### src/rtl/uart_rx_pkg.sv
// Shared types and constants for the parametrised UART receiver.
package uart_rx_pkg;

   localparam int MIN_DATA_BITS      = 5;
   // Width of the data field carried through the receive FIFO.
   localparam int ENTRY_DATA_W       = 9;
   localparam int DEFAULT_OVERSAMPLE = 16;
   // Centre sample tick of a bit for the default oversample rate.
   localparam int VOTE_MID           = DEFAULT_OVERSAMPLE / 2;

   // Centre sample tick for an arbitrary (even) oversample rate.
   function automatic int vote_mid(input int oversample);
      return oversample / 2;
   endfunction

   typedef enum logic [2:0] {
      IDLE, START, DATA, PARITY, STOP1, STOP2
   } rx_state_t;

   typedef struct packed {
      logic [ENTRY_DATA_W-1:0] data;
      logic                    parity_err;
      logic                    framing_err;
      logic                    brk;
   } rx_entry_t;

endpackage

### src/rtl/uart_rx_fifo.sv
// Small synchronous FIFO holding received frames; entry type is a parameter.
module uart_rx_fifo #(
   parameter type T     = logic,
   parameter int  DEPTH = 4
) (
   input  logic clk,
   input  logic reset,
   input  logic push,
   input  T     din,
   input  logic pop,
   output T     dout,
   output logic full,
   output logic empty
);

   localparam int AW = $clog2(DEPTH);

   T              mem_q [DEPTH];
   logic [AW-1:0] wr_ptr_q, wr_ptr_d;
   logic [AW-1:0] rd_ptr_q, rd_ptr_d;
   logic [AW:0]   cnt_q, cnt_d;
   logic          do_push, do_pop;

   assign full  = (cnt_q == (AW+1)'(DEPTH));
   assign empty = (cnt_q == '0);
   assign dout  = mem_q[rd_ptr_q];

   // Pointer/count update; a push into a full FIFO only lands if a pop frees a slot.
   always_comb begin
      do_pop   = pop && !empty;
      do_push  = push && (!full || do_pop);
      wr_ptr_d = do_push ? wr_ptr_q + 1'b1 : wr_ptr_q;
      rd_ptr_d = do_pop  ? rd_ptr_q + 1'b1 : rd_ptr_q;
      case ({do_push, do_pop})
         2'b10:   cnt_d = cnt_q + 1'b1;
         2'b01:   cnt_d = cnt_q - 1'b1;
         default: cnt_d = cnt_q;
      endcase
   end

   // Storage and pointer registers; reset flushes everything.
   always_ff @(posedge clk) begin
      if (reset) begin
         wr_ptr_q <= '0;
         rd_ptr_q <= '0;
         cnt_q    <= '0;
         for (int i = 0; i < DEPTH; i++) mem_q[i] <= '0;
      end else begin
         wr_ptr_q <= wr_ptr_d;
         rd_ptr_q <= rd_ptr_d;
         cnt_q    <= cnt_d;
         if (do_push) mem_q[wr_ptr_q] <= din;
      end
   end

endmodule

### src/rtl/uart_rx_core.sv
// UART receiver: synchroniser, sample-tick generator, framing FSM and output FIFO.
module uart_rx_core
   import uart_rx_pkg::*;
#(
   parameter int MAX_DATA_BITS = ENTRY_DATA_W,
   parameter int OVERSAMPLE    = 16,
   parameter int DIV_W         = 12,
   parameter int FIFO_DEPTH    = 4
) (
   input  logic                     clk,
   input  logic                     reset,
   input  logic                     rx_in,
   input  logic [DIV_W-1:0]         baud_divisor,
   input  logic [3:0]               data_len,
   input  logic                     parity_en,
   input  logic                     parity_odd,
   input  logic                     two_stop_bits,
   input  logic                     rx_enable,
   output logic [MAX_DATA_BITS-1:0] rx_data,
   output logic                     rx_parity_err,
   output logic                     rx_framing_err,
   output logic                     rx_break,
   output logic                     rx_valid,
   input  logic                     rx_ready,
   output logic                     overrun,
   output logic                     busy
);

   localparam int M   = vote_mid(OVERSAMPLE);
   localparam int OSW = $clog2(OVERSAMPLE);

   rx_state_t state_q, state_d;

   logic                     sync1_q, rx_s_q, rx_prev_q;
   logic [DIV_W-1:0]         tick_cnt_q, tick_cnt_d, div_m1;
   logic [OSW-1:0]           os_cnt_q, os_cnt_d;
   logic                     v0_q, v0_d, v1_q, v1_d;
   logic [MAX_DATA_BITS-1:0] data_q, data_d;
   logic [3:0]               bit_idx_q, bit_idx_d;
   logic [3:0]               len_q, len_d, len_clamped;
   logic                     par_en_q, par_en_d, par_odd_q, par_odd_d, two_stop_q, two_stop_d;
   logic                     perr_q, perr_d, ferr_q, ferr_d, brk_q, brk_d;
   logic                     overrun_q, overrun_d;
   logic                     tick, start_det, decide, voted, push;
   logic                     fifo_full, fifo_empty;
   rx_entry_t                push_entry, head;

   // Tick generator, oversample sub-counter and mid-bit vote capture.
   always_comb begin
      div_m1    = (baud_divisor == '0) ? '0 : baud_divisor - 1'b1;
      tick      = (tick_cnt_q == '0);
      start_det = (state_q == IDLE) && rx_enable && !rx_s_q && rx_prev_q;
      decide    = tick && (state_q != IDLE) && (os_cnt_q == OSW'(M + 1));
      voted     = (v0_q & v1_q) | (v0_q & rx_s_q) | (v1_q & rx_s_q);
      if (start_det)  tick_cnt_d = '0;
      else if (tick)  tick_cnt_d = div_m1;
      else            tick_cnt_d = tick_cnt_q - 1'b1;
      if (start_det)  os_cnt_d = '0;
      else if (tick)  os_cnt_d = (os_cnt_q == OSW'(OVERSAMPLE - 1)) ? '0 : os_cnt_q + 1'b1;
      else            os_cnt_d = os_cnt_q;
      v0_d = (tick && os_cnt_q == OSW'(M - 1)) ? rx_s_q : v0_q;
      v1_d = (tick && os_cnt_q == OSW'(M))     ? rx_s_q : v1_q;
   end

   // Clamp the requested data length into the supported range.
   always_comb begin
      len_clamped = data_len;
      if (data_len < 4'(MIN_DATA_BITS))      len_clamped = 4'(MIN_DATA_BITS);
      else if (data_len > 4'(MAX_DATA_BITS)) len_clamped = 4'(MAX_DATA_BITS);
   end

   // FSM state register.
   always_ff @(posedge clk) begin
      if (reset) state_q <= IDLE;
      else       state_q <= state_d;
   end

   // FSM next state; every move past IDLE happens on a bit decision tick.
   always_comb begin
      state_d = state_q;
      case (state_q)
         IDLE:   if (start_det) state_d = START;
         START:  if (decide) state_d = voted ? IDLE : DATA;
         DATA:   if (decide && bit_idx_q == len_q - 4'd1) state_d = par_en_q ? PARITY : STOP1;
         PARITY: if (decide) state_d = STOP1;
         STOP1:  if (decide) state_d = two_stop_q ? STOP2 : IDLE;
         STOP2:  if (decide) state_d = IDLE;
         default: state_d = IDLE;
      endcase
   end

   // FSM outputs: config latch, data shift, error accumulation and the push strobe.
   always_comb begin
      data_d     = data_q;
      bit_idx_d  = bit_idx_q;
      len_d      = len_q;
      par_en_d   = par_en_q;
      par_odd_d  = par_odd_q;
      two_stop_d = two_stop_q;
      perr_d     = perr_q;
      ferr_d     = ferr_q;
      brk_d      = brk_q;
      push       = 1'b0;
      case (state_q)
         IDLE: if (start_det) begin
            data_d     = '0;
            bit_idx_d  = '0;
            perr_d     = 1'b0;
            ferr_d     = 1'b0;
            brk_d      = 1'b1;
            len_d      = len_clamped;
            par_en_d   = parity_en;
            par_odd_d  = parity_odd;
            two_stop_d = two_stop_bits;
         end
         DATA: if (decide) begin
            data_d[bit_idx_q] = voted;
            bit_idx_d         = bit_idx_q + 4'd1;
            brk_d             = brk_q & ~voted;
         end
         PARITY: if (decide) begin
            perr_d = voted != ((^data_q) ^ par_odd_q);
            brk_d  = brk_q & ~voted;
         end
         STOP1: if (decide) begin
            // A low stop bit is a framing error; with all-low bits it is a break too.
            ferr_d = ferr_q | ~voted;
            brk_d  = brk_q & ~voted;
            push   = !two_stop_q;
         end
         STOP2: if (decide) begin
            ferr_d = ferr_q | ~voted;
            push   = 1'b1;
         end
         default: ;
      endcase
      push_entry.data        = ENTRY_DATA_W'(data_d);
      push_entry.parity_err  = perr_d;
      push_entry.framing_err = ferr_d;
      push_entry.brk         = brk_d;
      overrun_d = push && fifo_full && !(rx_ready && !fifo_empty);
   end

   // Synchroniser, tick counters and frame datapath registers.
   always_ff @(posedge clk) begin
      if (reset) begin
         sync1_q    <= 1'b1;
         rx_s_q     <= 1'b1;
         rx_prev_q  <= 1'b1;
         tick_cnt_q <= '0;
         os_cnt_q   <= '0;
         v0_q       <= 1'b1;
         v1_q       <= 1'b1;
         data_q     <= '0;
         bit_idx_q  <= '0;
         len_q      <= '0;
         par_en_q   <= 1'b0;
         par_odd_q  <= 1'b0;
         two_stop_q <= 1'b0;
         perr_q     <= 1'b0;
         ferr_q     <= 1'b0;
         brk_q      <= 1'b0;
         overrun_q  <= 1'b0;
      end else begin
         sync1_q    <= rx_in;
         rx_s_q     <= sync1_q;
         rx_prev_q  <= rx_s_q;
         tick_cnt_q <= tick_cnt_d;
         os_cnt_q   <= os_cnt_d;
         v0_q       <= v0_d;
         v1_q       <= v1_d;
         data_q     <= data_d;
         bit_idx_q  <= bit_idx_d;
         len_q      <= len_d;
         par_en_q   <= par_en_d;
         par_odd_q  <= par_odd_d;
         two_stop_q <= two_stop_d;
         perr_q     <= perr_d;
         ferr_q     <= ferr_d;
         brk_q      <= brk_d;
         overrun_q  <= overrun_d;
      end
   end

   uart_rx_fifo #(.T(rx_entry_t), .DEPTH(FIFO_DEPTH)) u_fifo (
      .clk   (clk),
      .reset (reset),
      .push  (push),
      .din   (push_entry),
      .pop   (rx_ready),
      .dout  (head),
      .full  (fifo_full),
      .empty (fifo_empty)
   );

   assign rx_data        = MAX_DATA_BITS'(head.data);
   assign rx_parity_err  = head.parity_err;
   assign rx_framing_err = head.framing_err;
   assign rx_break       = head.brk;
   assign rx_valid       = !fifo_empty;
   assign overrun        = overrun_q;
   assign busy           = (state_q != IDLE);

endmodule

### config.mk
export PLATFORM = sky130hd
export DESIGN_NAME = uart_rx_core
export DESIGN_NICKNAME = d
export VERILOG_FILES = /design/src/rtl/uart_rx_pkg.sv /design/src/rtl/uart_rx_fifo.sv /design/src/rtl/uart_rx_core.sv
export SDC_FILE = /design/constraint.sdc
export NUM_CORES = 1
export LEC_CHECK = 0
export CAP_MARGIN = 20
export CORE_MARGIN = 3
export CORE_UTILIZATION = 63
export DETAILED_ROUTE_END_ITERATION = 16
export PLACE_DENSITY_LB_ADDON = 0.08
export SYNTH_ARGS = -nofsm -noshare
export SYNTH_HDL_FRONTEND = slang
export SYNTH_SLANG_ARGS = --single-unit
### constraint.sdc
create_clock -name clk -period 8.53 [get_ports clk]
set_clock_uncertainty 0.05 [all_clocks]
set_input_delay 1.706 -clock clk [delete_from_list [all_inputs] [get_ports clk]]
set_output_delay 1.706 -clock clk [all_outputs]
set_load 0.01 [all_outputs]
==> results.md <==
- Critical Path End Type: flip-flop
- Clk buf depth: 2
- Syn Area/Cell: 10.07 um2
- H-tree lvl count: 3
- WL per Instance: 16.28 um
- Setup repair bufs after CTS: 0
- Cell count after synthesis: 522
- Count leader, synth: nor2_1
- Core ar.: 7928 um2
- Initial core utilization: 66.32%
- Vias per cell: 6.063
- Residual DRC: 0
- Num CTS Buffers: 9
- Final Cycle Share: 50.56%
- Final setup vio count: 0
- P per Cell Area: 220.4 nW/um2
- CP Data Arrival Time: 4290 ps
- Crit path max-delay family: simple AND/OR/NAND/NOR gates
- Worst EP required: 8510 ps
- Die Ht: 97.35 um
- Syn nets: 558
- Worst Tran Pin Value: 838.2 ps
- Final hold violations: 0
- Max_cap viols: 0
- Hold path start: sync1_q
- N_diodes: 0
- Share of post-route cells with drive strength above 1: 10.47%
- DRT iter0 DRCs: 229
- Fillers: 593
- Most common library cells after synthesis: nor2_1, dfxtp_1, edfxtp_1, nand2_1, a21oi_1
- Reg2reg start: state_q[1]
- ANT nets after route: 0
- Crit-path max FO: 32
- Hold Crit Class: flip-flop to flip-flop
- Final global-route overflow total: 0
- Routed via count: 3977
- Worst skew pair latency: 380 ps
- Crit path kind: primary input to flip-flop
- Crit-path cells: clkdlybuf4s50_1 > buf_4 > or3_1 > or4_4 > or3b_1 > nand2_1
- Hold-fix buffers, CTS: 0
- Largest net degree at the start of global routing: 33
- Total buffers and inverters traversed by the critical path: 2
- Initial antenna violation count: 0
- Total GRT Usage: 23.48%
- Worst path slowest cell: or3b_1
- Register area share after synthesis: 49.12%
- Fin crit period: 4313 ps
- Drt total wl: 10680 um
- Ranking of synthesized cells by area: edfxtp_1, dfxtp_1, nor2_1, mux4_2, nand2_1
- Synth async-reset ratio: 0%
- Width of the die: 97.35 um
- # IOs: 39
- Top cell type's share of synthesized area: 27.42%
- First-pass GRT wire length: 18150 um
- FMAX: 231.9 MHz
- Yosys top cell by area: edfxtp_1
- Post-Synthesis Cell Area: 5258 um2
- GPL Wtd Cong: 0.9154
- Worst setup SP type: primary input
- Synth Flop Type: dfxtp_1
- Nets: 585
- Crit-path max cell delay: 590 ps
- PortBufs: 38
- Post-Layout Inst Area: 5853 um2
- Full die area: 9477 um2
- Netlist cell types: 63
- CTS tree: yes
- Status: completed
- Worst slew margin: 43.98%
- DR pass1 iterations: 5
- Number of global-route vias before repair: 3838
- Fin Setup TNS: 0 ps
- Pins over their slew limit: 0
- DP Area: 5668 um2
- Std cell rows: 32
- Peak supply drop: 136.7 uV
- HPWL after DPL: 7717 um
- Area Overhead vs Synth: 11.33%
- Sink Count: 105
- Synthesis Warnings: 0
- Root Driver: clkbuf_8
- Number of synthesized flops with an enable pin: 48
- Leak Pwr: 2.000 nW
- CP startpoint: reset
- Post-CTS sizing: 0
- Unrepaired setup endpoints after global routing: no
- Register bit total from synthesis: 105
- Worst-path clk slew: 100 ps
power breakdown:
part | total (W) | switching, W | internal (W)
sequential | 0.000616 | 0.0000491 | 0.000567
combinational | 0.000379 | 0.000191 | 0.000188
clock | 0.000296 | 0.000183 | 0.000112
metrics by stage:
step           cells  setup slack [ps]  hold WS, ps  total power (W)  util (%)
6_report         656              4217        372.5         0.001290     73.83
5_1_grt          656              4098        405.0         0.001365     73.83
4_1_cts          656              4223        373.5         0.001297     73.83
3_5_place_dp     640              3825        344.0         0.001003     71.50
3_3_place_gp     640              3903        346.9        0.0009893     71.50
2_1_floorplan    522              4712        339.5        0.0008943         -
layout by cell type (no fill, tap or decap), types with 3 or more instances in the layout:
| cell type | instances |
|---|---|
| inv_1 | 20 |
| or3_1 | 6 |
| nand2_1 | 48 |
| or4_1 | 3 |
| xnor2_1 | 20 |
| nor3_1 | 14 |
| nor2_2 | 9 |
| xor2_1 | 12 |
| a31oi_1 | 4 |
| o31ai_1 | 3 |
| ha_1 | 11 |
| nand3b_1 | 3 |
| clkdlybuf4s50_1 | 38 |
| dfxtp_1 | 57 |
| nor4_1 | 8 |
| a21oi_1 | 31 |
| mux4_2 | 12 |
| nand3_1 | 18 |
| nand4_1 | 3 |
| edfxtp_1 | 48 |
| mux2_2 | 6 |
| nor2b_1 | 3 |
| or2_2 | 6 |
| a22oi_1 | 6 |
| nor2_1 | 80 |
| o21a_1 | 3 |
| o21ai_0 | 8 |
| clkbuf_8 | 9 |
| mux2i_1 | 4 |
| a211oi_1 | 11 |
| nor4b_1 | 3 |
| nor3b_1 | 4 |
sequential cells by signal, summed over array words and instances (netlist names), 2 cells and up, named ones only:
name	cells
bit_idx_q	4
u_fifo.rd_ptr_q	2
tick_cnt_q	12
u_fifo.cnt_q	3
data_q	9
u_fifo.mem_q	48
len_q	4
os_cnt_q	4
state_q	3
u_fifo.wr_ptr_q	2
cell families (layout without fill, tap and decap cells):
group	after synthesis	after routing	share of synthesized area, %
buffers and inverters	44	76	3.498
AOI/OAI and AO/OA	78	78	9.448
muxes	22	22	7.187
DFF	105	105	49.12
adders and majority gates	13	13	3.189
and+or+nand+nor	227	227	21.80
xor gates and xnor gates	33	33	5.759
layout make-up:
cell class | count | area, um2 | area share (%)
clock inverter | 7 | 61.31 | 1.047
inverter | 21 | 78.83 | 1.347
tap | 102 | 127.6 | 2.180
clock buffer | 9 | 123.9 | 2.116
timing repair buffer | 39 | 387.9 | 6.627
sequential | 105 | 2582 | 44.12
multi-input combinational | 373 | 2491 | 42.56
worst paths after layout:
kind / to / slack (ps) / cells past startpoint
setup / recovery: u_fifo.mem_q[1][4] / 4220 / 6
hold / removal: rx_s_q / 370 / 1
setup reg to reg: u_fifo.mem_q[1][4] / 5100 / 6
hold reg to reg: rx_s_q / 370 / 1
per-layer routing:
| layer | GRT usage (%) | part of all wire, % |
|---|---|---|
| met5 | 0 | 0 |
| met4 | 7.774 | 1.5 |
| met3 | 4.738 | 5.7 |
| met2 | 39.70 | 50 |
| met1 | 30.39 | 43 |
No activity file was read; power rests on OpenSTA's default activity.
